## src/rtl/seg_mux_driver_pkg.sv

```systemverilog
// seg_pkg: shared constants and helpers for the multiplexed 7-segment driver.
//   SEG_0..SEG_F : active-low glyph codes {dp, g,f,e,d,c,b,a} with dp off
//   SEG_BLANK    : every segment and the decimal point off
//   anode_onehot : one-hot anode select for a digit index (up to 8 digits)
//   idx_width    : bits needed to hold a counter value 0..n-1 (at least 1)
package seg_pkg;

   localparam logic [7:0] SEG_0     = 8'hC0;
   localparam logic [7:0] SEG_1     = 8'hF9;
   localparam logic [7:0] SEG_2     = 8'hA4;
   localparam logic [7:0] SEG_3     = 8'hB0;
   localparam logic [7:0] SEG_4     = 8'h99;
   localparam logic [7:0] SEG_5     = 8'h92;
   localparam logic [7:0] SEG_6     = 8'h82;
   localparam logic [7:0] SEG_7     = 8'hF8;
   localparam logic [7:0] SEG_8     = 8'h80;
   localparam logic [7:0] SEG_9     = 8'h90;
   localparam logic [7:0] SEG_A     = 8'h88;
   localparam logic [7:0] SEG_B     = 8'h83;
   localparam logic [7:0] SEG_C     = 8'hC6;
   localparam logic [7:0] SEG_D     = 8'hA1;
   localparam logic [7:0] SEG_E     = 8'h86;
   localparam logic [7:0] SEG_F     = 8'h8E;
   localparam logic [7:0] SEG_BLANK = 8'hFF;

   function automatic logic [7:0] anode_onehot(input logic [2:0] idx);
      return 8'b0000_0001 << idx;
   endfunction

   function automatic int idx_width(input int n);
      int w;
      w = 1;
      while ((2 ** w) < n) w = w + 1;
      return w;
   endfunction

endpackage

```

## src/rtl/seg_mux_driver_if.sv

```systemverilog
// seg_mux_driver_if: datapath-side and pin-side signals of the display driver.
//   value_in   : packed BCD/hex digits, digit 0 in bits [3:0]
//   dp_in      : per-digit decimal point request (1 = lit)
//   load       : capture value_in/dp_in into the shadow register
//   blank_en   : force all segments off
//   seg_out    : {dp, g,f,e,d,c,b,a}, active-low
//   an_out     : digit enables
//   frame_done : one-cycle pulse after the last digit slot of a frame
// master = producer of the display value, slave = the driver.
interface seg_mux_driver_if #(
   parameter int NUM_DIGITS = 4
);
   logic [4*NUM_DIGITS-1:0] value_in;
   logic [NUM_DIGITS-1:0]   dp_in;
   logic                    load;
   logic                    blank_en;
   logic [7:0]              seg_out;
   logic [NUM_DIGITS-1:0]   an_out;
   logic                    frame_done;

   modport master (
      output value_in, dp_in, load, blank_en,
      input  seg_out, an_out, frame_done
   );

   modport slave (
      input  value_in, dp_in, load, blank_en,
      output seg_out, an_out, frame_done
   );
endinterface

```

## src/rtl/seg_mux_driver_hex_decode.sv

```systemverilog
// seg_hex_decode: combinational nibble to 7-segment encoder.
//   nibble   : digit code 0..15
//   dp       : 1 = decimal point lit
//   hex_mode : 1 = show A..F for 10..15, 0 = leave those segments dark
//   blank    : 1 = force the whole code to all-off
//   code     : {dp, g,f,e,d,c,b,a}, active-low
module seg_hex_decode
   import seg_pkg::*;
(
   input  logic [3:0] nibble,
   input  logic       dp,
   input  logic       hex_mode,
   input  logic       blank,
   output logic [7:0] code
);

   logic [7:0] glyph;

   always_comb begin
      glyph = SEG_BLANK;
      case (nibble)
         4'h0: glyph = SEG_0;
         4'h1: glyph = SEG_1;
         4'h2: glyph = SEG_2;
         4'h3: glyph = SEG_3;
         4'h4: glyph = SEG_4;
         4'h5: glyph = SEG_5;
         4'h6: glyph = SEG_6;
         4'h7: glyph = SEG_7;
         4'h8: glyph = SEG_8;
         4'h9: glyph = SEG_9;
         4'hA: glyph = hex_mode ? SEG_A : SEG_BLANK;
         4'hB: glyph = hex_mode ? SEG_B : SEG_BLANK;
         4'hC: glyph = hex_mode ? SEG_C : SEG_BLANK;
         4'hD: glyph = hex_mode ? SEG_D : SEG_BLANK;
         4'hE: glyph = hex_mode ? SEG_E : SEG_BLANK;
         default: glyph = hex_mode ? SEG_F : SEG_BLANK;
      endcase

      // dp lives in bit 7 of the glyph table entries and is always off there
      if (blank) code = SEG_BLANK;
      else       code = {~dp, glyph[6:0]};
   end

endmodule

```

## src/rtl/seg_mux_driver.sv

```systemverilog
// seg_mux_driver: time-multiplexed NUM_DIGITS-digit 7-segment display driver.
//   clk   : system clock
//   rst_n : synchronous active-low reset
//   bus   : seg_mux_driver_if slave (value_in, dp_in, load, blank_en in;
//           seg_out, an_out, frame_done out)
// Each digit owns REFRESH_DIV clocks; the first BLANK_CYCLES of a slot keep all
// anodes off to avoid ghosting. New values go to a shadow register and are only
// copied to the displayed (active) register at a frame boundary.
module seg_mux_driver
   import seg_pkg::*;
#(
   parameter int NUM_DIGITS       = 4,
   parameter int REFRESH_DIV      = 50000,
   parameter int BLANK_CYCLES     = 2,
   parameter int HEX_MODE         = 0,
   parameter int LZ_BLANK         = 1,
   parameter int ANODE_ACTIVE_LOW = 1
) (
   input  logic                   clk,
   input  logic                   rst_n,
   seg_mux_driver_if.slave        bus
);

   localparam int PS_W  = idx_width(REFRESH_DIV);
   localparam int DIG_W = idx_width(NUM_DIGITS);
   localparam logic [NUM_DIGITS-1:0] AN_OFF =
      (ANODE_ACTIVE_LOW != 0) ? {NUM_DIGITS{1'b1}} : {NUM_DIGITS{1'b0}};

   logic [PS_W-1:0]         ps_q;
   logic [DIG_W-1:0]        dig_q;
   logic [4*NUM_DIGITS-1:0] shadow_val;
   logic [NUM_DIGITS-1:0]   shadow_dp;
   logic                    pending;
   logic [4*NUM_DIGITS-1:0] active_val;
   logic [NUM_DIGITS-1:0]   active_dp;

   logic                    slot_end;
   logic                    frame_bnd;
   logic                    guard;
   logic [3:0]              cur_nib;
   logic                    cur_dp;
   logic                    cur_lz;
   logic                    zero_run;
   logic [NUM_DIGITS-1:0]   an_sel;
   logic [NUM_DIGITS-1:0]   an_on;
   logic [7:0]              dec_code;

   logic [7:0]              seg_p1;
   logic [NUM_DIGITS-1:0]   an_p1;
   logic                    fd_p1;

   assign slot_end  = (ps_q == PS_W'(REFRESH_DIV - 1));
   assign frame_bnd = slot_end && (dig_q == DIG_W'(NUM_DIGITS - 1));
   assign guard     = (int'(ps_q) < BLANK_CYCLES);

   // Walk from the most significant digit down so zero_run holds "this digit
   // and everything above it is an undotted zero" when the selected digit is hit.
   always_comb begin
      cur_nib  = 4'd0;
      cur_dp   = 1'b0;
      cur_lz   = 1'b0;
      zero_run = 1'b1;
      for (int k = NUM_DIGITS - 1; k >= 0; k--) begin
         zero_run = zero_run && (active_val[4*k +: 4] == 4'd0) && !active_dp[k];
         if (dig_q == DIG_W'(k)) begin
            cur_nib = active_val[4*k +: 4];
            cur_dp  = active_dp[k];
            cur_lz  = (LZ_BLANK != 0) && (k != 0) && zero_run;
         end
      end
   end

   assign an_sel = NUM_DIGITS'(anode_onehot(3'(dig_q)));
   assign an_on  = (ANODE_ACTIVE_LOW != 0) ? ~an_sel : an_sel;

   // A leading-zero blanked digit keeps its anode on so every slot draws the
   // same duty cycle; only guard cycles turn the anodes off.
   seg_hex_decode u_decode (
      .nibble   (cur_nib),
      .dp       (cur_dp),
      .hex_mode (HEX_MODE != 0),
      .blank    (guard || bus.blank_en || cur_lz),
      .code     (dec_code)
   );

   // Scan counters and tear-free value registers
   always_ff @(posedge clk) begin
      if (!rst_n) begin
         ps_q       <= '0;
         dig_q      <= '0;
         shadow_val <= '0;
         shadow_dp  <= '0;
         pending    <= 1'b0;
         active_val <= '0;
         active_dp  <= '0;
      end else begin
         ps_q <= slot_end ? '0 : ps_q + PS_W'(1);
         if (slot_end) begin
            dig_q <= (dig_q == DIG_W'(NUM_DIGITS - 1)) ? '0 : dig_q + DIG_W'(1);
         end

         // A load coinciding with the boundary bypasses the shadow entirely.
         if (bus.load && frame_bnd) begin
            active_val <= bus.value_in;
            active_dp  <= bus.dp_in;
            pending    <= 1'b0;
         end else if (bus.load) begin
            shadow_val <= bus.value_in;
            shadow_dp  <= bus.dp_in;
            pending    <= 1'b1;
         end else if (frame_bnd && pending) begin
            active_val <= shadow_val;
            active_dp  <= shadow_dp;
            pending    <= 1'b0;
         end
      end
   end

   // Output stage p1: registered pins, one clock after the scan state
   always_ff @(posedge clk) begin
      if (!rst_n) begin
         seg_p1 <= SEG_BLANK;
         an_p1  <= AN_OFF;
         fd_p1  <= 1'b0;
      end else begin
         seg_p1 <= dec_code;
         an_p1  <= guard ? AN_OFF : an_on;
         fd_p1  <= frame_bnd;
      end
   end

   assign bus.seg_out    = seg_p1;
   assign bus.an_out     = an_p1;
   assign bus.frame_done = fd_p1;

endmodule

```

## src/flat_wrapper.sv

```systemverilog
// flat-port wrapper written by rule: the top's interface ports become plain ports
module seg_mux_driver_flat import seg_pkg::*;
#(
   parameter int NUM_DIGITS       = 4,
   parameter int REFRESH_DIV      = 50000,
   parameter int BLANK_CYCLES     = 2,
   parameter int HEX_MODE         = 0,
   parameter int LZ_BLANK         = 1,
   parameter int ANODE_ACTIVE_LOW = 1
)
  (clk, rst_n, bus_value_in, bus_dp_in, bus_load, bus_blank_en, bus_seg_out, bus_an_out, bus_frame_done);
  seg_mux_driver_if #(.NUM_DIGITS(NUM_DIGITS)) bus_i ();
  input  logic clk;
  input  logic rst_n;
  input wire logic [$bits(bus_i.value_in)-1:0] bus_value_in;
  input wire logic [$bits(bus_i.dp_in)-1:0] bus_dp_in;
  input wire logic [$bits(bus_i.load)-1:0] bus_load;
  input wire logic [$bits(bus_i.blank_en)-1:0] bus_blank_en;
  output wire logic [$bits(bus_i.seg_out)-1:0] bus_seg_out;
  output wire logic [$bits(bus_i.an_out)-1:0] bus_an_out;
  output wire logic [$bits(bus_i.frame_done)-1:0] bus_frame_done;
  assign bus_i.value_in = bus_value_in;
  assign bus_i.dp_in = bus_dp_in;
  assign bus_i.load = bus_load;
  assign bus_i.blank_en = bus_blank_en;
  assign bus_seg_out = bus_i.seg_out;
  assign bus_an_out = bus_i.an_out;
  assign bus_frame_done = bus_i.frame_done;
  seg_mux_driver #(.NUM_DIGITS(NUM_DIGITS), .REFRESH_DIV(REFRESH_DIV), .BLANK_CYCLES(BLANK_CYCLES), .HEX_MODE(HEX_MODE), .LZ_BLANK(LZ_BLANK), .ANODE_ACTIVE_LOW(ANODE_ACTIVE_LOW)) u_core (.clk(clk), .rst_n(rst_n), .bus(bus_i));
endmodule
```

## config.mk

```make
export PLATFORM = sky130hd
export DESIGN_NAME = seg_mux_driver_flat
export DESIGN_NICKNAME = d
export VERILOG_FILES = /design/src/rtl/seg_mux_driver_pkg.sv /design/src/rtl/seg_mux_driver_if.sv /design/src/rtl/seg_mux_driver_hex_decode.sv /design/src/rtl/seg_mux_driver.sv /design/src/flat_wrapper.sv
export SDC_FILE = /design/constraint.sdc
export NUM_CORES = 1
export LEC_CHECK = 0
export ABC_AREA = 1
export BUFFER_PORTS_ARGS = -buffer_cell sky130_fd_sc_hd__buf_2
export CORE_MARGIN = 2
export CORE_UTILIZATION = 47
export DETAILED_ROUTE_END_ITERATION = 12
export GPL_TIMING_DRIVEN = 1
export PLACE_DENSITY = 0.72
export SYNTH_ARGS = -nofsm -noshare
export SYNTH_HDL_FRONTEND = slang
export SYNTH_SLANG_ARGS = --single-unit
```

## constraint.sdc

```tcl
create_clock -name clk -period 1.6 [get_ports clk]
set_input_delay 0.08 -clock clk [delete_from_list [all_inputs] [get_ports clk]]
set_output_delay 0.08 -clock clk [all_outputs]
set_load 0.005 [all_outputs]
```

==> flow_summary.yaml, run 1 <==
global_route:
  grt_pass1_wl_um: 13200
  grt_max_degree: 39
  grt_usage_pct: 21.6
  gr-total-overflow: 0
  antenna_found_initial: 0
  grt_pass1_vias: 3050
sta:
  maxSlewViolCount: 0
  min_period_over_period_pct: 104
  tightest_slew_ns: 0.555
  finalWorstSetupSlack_ns: -0.0681
  maxSlewHeadroom_pct: 62.8
  period_needed_ns: 1.67
  finalHoldViolCount: 0
  fmax_ghz: 0.599
  fin_skew_ns: 0.0102
  setup_viol: 7
  rsz0062_at_grt: "true"
pwr:
  peakVddDrop_mv: 0.624
  internal-power_mw: 2.55
  switching_power_uw: 871
  leakage_nw: 2.00
  seqPwrFrac_pct: 54.3
  swShare_pct: 25.4
  finalPower_mw: 3.42
  powerDensity_nw_per_um2: 765
  comb_power_share_pct: 8.1
  power.clock.fraction_pct: 37.6
place:
  portBuffers: 36
  dp_hpwl_um: 5630
  place_area_um2: 3960
  dp_cells: 639
  gp_congestion: 0.892
  place_ws_ns: -0.135
synth:
  synthXorXnorAreaFrac_pct: 0.773
  syn_inst: 483
  synth-seq-cells: 72
  synth_compound_area_share_pct: 18.5
  synth_top_family_by_area: "simple AND/OR/NAND/NOR gates"
  synthSimpleGateAreaFrac_pct: 26.1
  synthesis.nets: 512
  synthMuxAreaShare_pct: 0
  ys.flop_type: "dfxtp_1"
  synth_enable_flop_cells: 0
  ys_types: 32
  yosysWarnings: 0
  synthAdderAreaFrac_pct: 1.84
  synthesis.area_um2: 3400
  async_flop_share_pct: 0
  avgSynthCellArea_um2: 7.04
  ys_seq_area_share_pct: 42.4
die:
  initial_utilization_pct: 49.2
  core_area_um2: 6910
  dieArea_um2: 7930
  die_w_um: 89.0
  rows: 30
  die_y_um: 89.0
  pin_count: 37
layout:
  layout_common_cells: "97 x nand2_1, 68 x dfxtp_1, 59 x inv_1, 58 x nor2_1, 43 x buf_4"
  fillers: 599
  final_cell_area_um2: 4470
  n_antenna_cell: 0
  syn_to_final_growth_pct: 31.6
  final_common_cell: "nand2_1"
  fin_nets: 593
  final_cells: 665
  drive_gt1_share_pct: 31.3
  utilization_pct: 64.8
route:
  drt_pass1_iterations: 4
  via_count: 3331
  ant_nets: 0
  drt_wl_total_um: 8680
  vias_per_cell: 5.01
  drc: 0
  wl_per_cell_um: 13.1
  drt_iter0_drc: 156
setup_path:
  criticalPathCategory: "reg -> reg"
  endpoint: "u_core.bus.seg_out[4]"
  required_ns: 1.85
  end_kind: "flop"
  startpoint_type: "flop"
  worstSetupStartpoint: "u_core.dig_q[0]"
  ff2ff_setup_slack_ns: -0.07
  cp_max_fo: 7
  r2r_end: "u_core.bus.seg_out[4]"
  r2r_start: "u_core.dig_q[0]"
  reg2regPathDepth: 10
  arrival_ns: 1.91
outcome:
  violations: "negative setup slack"
  outcome: "finished, violations left"
clock_network:
  ctsLongestPathBuffers: 2
  ctsHoldBuffers: 0
  clkLatencyLatePin_ns: 0.36
  cts_buffers: 9
  cts_tree: "yes"
  cts_root_buffer: "clkbuf_8"
  h-tree-depth: 3
  cts_sinks: 72
  clk_pin_slew_ns: 0.07
min_path:
  hp-start: "bus_value_in[10]"
  hp-class: "in -> reg"
job:
  drv_cap: 0
-- flip-flops by register name (all words and copies together), names as in the netlist --
name / count
u_core.active_dp: 4
u_core.active_val: 16
u_core.bus.an_out: 4
u_core.bus.frame_done: 1
u_core.bus.seg_out: 8
u_core.dig_q: 2
u_core.pending: 1
u_core.ps_q: 16
u_core.shadow_dp: 4
u_core.shadow_val: 16
-- layout make-up --
cell class / instances / area [um^2] / share of cell area [%]
Inverter: 67 / 265 / 5.93
Timing Repair Buffer: 86 / 631 / 14.1
Multi-Input combinational cell: 328 / 1830 / 41.0
Tap cell: 96 / 120 / 2.69
Clock buffer: 10 / 138 / 3.08
Clock inverter: 6 / 35.0 / 0.783
Sequential cell: 72 / 1450 / 32.4
-- repair_timing --
item	4_1_cts	5_1_grt
buffers inserted	0	6
pin swaps	4	26
gates cloned	2	2
resized for setup	19	52
endpoints found under the setup margin	28	55
-- worst min path at each step --
stage                     cells after the start  slack, ns               endpoint
after floorplan                               2       0.26  u_core.bus.frame_done
after global placement                        3       0.37  u_core.shadow_val[11]
after detailed placement                      3       0.39    u_core.shadow_dp[0]
after CTS                                     3      0.005    u_core.shadow_dp[0]
after global routing                          3       0.03    u_core.active_dp[0]
final                                         3       0.01  u_core.shadow_val[10]
-- power by group through the flow --
| stage | Clock [mW] | Combinational, mW | Sequential (mW) |
|---|---|---|---|
| finish | 1.29 | 0.277 | 1.86 |
| global route | 1.39 | 0.314 | 1.86 |
| CTS | 1.31 | 0.256 | 1.86 |
| detailed placement | 0 | 0.253 | 1.90 |
| global placement | 0 | 0.244 | 1.90 |
| floorplan | 0 | 0.154 | 1.90 |
-- worst max-delay path: stages (launching register included) --
cell and delay, ns:
dfxtp_4 0.39, inv_4 0.05, ha_4 0.19, a21oi_2 0.16, nand2_1 0.08, nand2_1 0.08
nand2_2 0.09, nor2_4 0.15, nor2_4 0.05, nor2_4 0.21, nand3_2 0.09
-- per-stage QoR --
step / hold slack (ns) / setup TNS [ns]
2_1_floorplan: 0.264 / 0
3_3_place_gp: 0.372 / -0.281
3_5_place_dp: 0.385 / -1.64
4_1_cts: 0.00540 / -0.00593
5_1_grt: 0.0344 / -1.54
6_report: 0.0108 / -0.415
-- synth_stat cells, types with 5 or more instances --
| cell type | count | area [um^2] |
|---|---|---|
| nand2_1 | 104 | 390 |
| dfxtp_1 | 72 | 1440 |
| inv_1 | 66 | 248 |
| nor2_1 | 65 | 244 |
| o21ai_0 | 42 | 210 |
| a21oi_1 | 35 | 175 |
| a21oi_2 | 21 | 184 |
| nand3_1 | 16 | 80.1 |
| buf_2 | 9 | 45.0 |
| clkbuf_1 | 8 | 30.0 |
| nand4_1 | 6 | 37.5 |
| ha_1 | 5 | 62.6 |
| o21ai_1 | 5 | 25.0 |
-- routing by layer --
metal | vias up | part of all wire [%] | global-route usage (%)
met5 | - | 0 | 0
met4 | 0 | 2.4 | 9.09
met3 | 22 | 4.1 | 7.20
met2 | 79 | 49 | 35.7
met1 | 1532 | 45 | 25.9
li1 | 1698 | - | -
-- logic make-up after synthesis --
| logic type | Yosys count |
|---|---|
| XOR/XNOR | 3 |
| buffers and inverters | 86 |
| flip-flops | 72 |
| adder cells (fa/ha/maj) | 5 |
| AND/OR/NAND/NOR | 209 |
| AO/OA/AOI/OAI | 108 |
Note: power is estimated with default switching activity, not from simulation.
==> run 2, diff against run 1 <==
CTS_CLUSTER_DIAMETER = 200   (was default)
PLACE_DENSITY = 0.69   (was 0.72)
clock period = 2.1 ns   (was 1.6 ns; I/O delays follow)
==> run 2 against run 1 <==
Compared with the run above:
- the run now ends clean
- global-route usage fell by 2.4 points
- clock power barely moved
- cell area fell by 13%
- critical path type unchanged
- setup slack improved by 0.25 ns
- combinational power fell by 37%
- utilization fell by 8.2 points
- clock skew fell by 0.0024 ns
- fmax fell by 13%
- clock-buffer cell count rose by 2
- flip-flop and latch count did not move
- die area did not move
- sequential share of layout area rose by 4.4 points
==> flow_summary.yaml, run 2 (same netlist as run 1, synthesis figures left out) <==
die:
  dieArea_um2: 7930
  rows: 30
  die_y_um: 89.0
  initial_utilization_pct: 49.2
  core_area_um2: 6910
  die_w_um: 89.0
  pin_count: 37
min_path:
  hp-start: "bus_dp_in[2]"
  holdPathStages: 3
  hp-class: "in -> reg"
  hold_path_end: "u_core.shadow_dp[2]"
setup_path:
  r2r_start: "u_core.dig_q[0]"
  end_kind: "flop"
  criticalPathCategory: "reg -> reg"
  arrival_ns: 2.13
  r2r_end: "u_core.bus.seg_out[4]"
  required_ns: 2.31
  startpoint_type: "flop"
  cp_max_fo: 7
  reg2regPathDepth: 11
  ff2ff_setup_slack_ns: 0.18
layout:
  layout_common_cells: "104 x nand2_1, 71 x dfxtp_1, 66 x inv_1, 65 x nor2_1, 42 x o21ai_0"
  final_cell_area_um2: 3910
  n_antenna_cell: 0
  fin_nets: 547
  utilization_pct: 56.6
  syn_to_final_growth_pct: 15.1
  drive_gt1_share_pct: 17.8
  reg.largest.list: "u_core.active_val (16), u_core.ps_q (16), u_core.shadow_val (16)"
  final_common_cell: "nand2_1"
clock_network:
  clk_pin_slew_ns: 0.07
  h-tree-depth: 3
  cts_tree: "yes"
  clkLatencyLatePin_ns: 0.34
  postCtsSetupBuffers: 0
  cts_sinks: 72
  cts_root_buffer: "clkbuf_8"
  ctsLongestPathBuffers: 2
  cts_buffers: 9
sta:
  maxSlewViolCount: 0
  rsz0062_at_grt: "false"
  setup_viol: 0
  maxSlewHeadroom_pct: 71.1
  setup_tns_ns: 0
  finalHoldViolCount: 0
  finalWorstSetupSlack_ns: 0.181
  fin_skew_ns: 0.00777
  min_period_over_period_pct: 91.4
  period_needed_ns: 1.92
  tightest_slew_ns: 0.433
  fmax_ghz: 0.521
place:
  portBuffers: 36
  place_area_um2: 3650
  place_ws_ns: 0.141
  gp_congestion: 0.879
  dp_hpwl_um: 5050
pwr:
  powerDensity_nw_per_um2: 733
  finalPower_mw: 2.86
  leakage_nw: 1.76
  peakVddDrop_mv: 0.340
route:
  drt_pass1_iterations: 4
  drt_wl_total_um: 7080
  ant_nets: 0
  drt_iter0_drc: 116
  drc: 0
  wl_per_cell_um: 11.4
  vias_per_cell: 4.87
  via_count: 3013
job:
  drv_cap: 0
global_route:
  grt_max_degree: 24
  antenna_found_initial: 0
  grt_pass1_vias: 2734
  grt_usage_pct: 19.2
  gr-total-overflow: 0
  grt_pass1_wl_um: 12000
outcome:
  outcome: "complete, no violations"
-- run 2: changes by cell type in the layout (fill, tap and decap cells not counted), sizes merged --
cell	before	now
buf	85	43
bufinv	0	2
clkbuf	11	12
clkinv	5	1
or2	6	3
-- run 2: worst max path at each step --
stage	from	endpoint	slack, ns	cells after the start
global placement	u_core.dig_q[1]	u_core.bus.seg_out[3]	0.27	11
finish	u_core.dig_q[0]	u_core.bus.seg_out[4]	0.18	11
floorplan	u_core.dig_q[0]	u_core.bus.seg_out[3]	0.49	10
detailed placement	u_core.dig_q[0]	u_core.bus.seg_out[4]	0.14	10
global route	u_core.dig_q[0]	u_core.bus.seg_out[4]	0.00004	11
CTS	u_core.dig_q[0]	u_core.bus.seg_out[4]	0.13	10
-- run 2: where the power goes --
group | internal (mW) | switching (mW)
logic | 0.0664 | 0.107
clock network | 0.766 | 0.507
registers | 1.41 | 0.0130
-- run 2: what timing repair did --
action / 4_1_cts / 5_1_grt
endpoints found under the setup margin: 0 / 7
hold buffers: 0 / 0
hold endpoints to repair: 0 / 0
gates resized for setup: 0 / 4
-- run 2: metrics by stage --
step,instances,hold WS [ns]
3_3_place_gp,603,0.401
4_1_cts,619,0.0457
5_1_grt,619,0.0654
2_1_floorplan,483,0.289
3_5_place_dp,603,0.409
6_report,619,0.0565
-- run 2: final cells by class --
class	count	area (um^2)
repair buffers	43	233
inverters	67	253
fillers	731	3000
flip-flops and latches	72	1440
clock buffers	12	165
well taps	96	120
clock inverters	4	75.1
multi-input cells	325	1620
-- run 2: worst max-delay path, cell delays in order (launching register included) --
cell and delay, ns:
dfxtp_2 0.36, inv_1 0.09, ha_1 0.29, inv_1 0.13, nand3_1 0.09, nand2_1 0.07
nand2_1 0.06, nand2_1 0.09, nor2_1 0.18, nor2_1 0.08, nor2_2 0.23, nand3_1 0.12
-- run 2: metal layers --
metal | vias up | track usage [%] | part of all wire (%)
met5 | - | 0 | 0
met4 | 0 | 9.23 | 1.7
met3 | 9 | 3.05 | 3.3
met2 | 50 | 32.4 | 46
met1 | 1360 | 24.2 | 49
li1 | 1594 | - | -
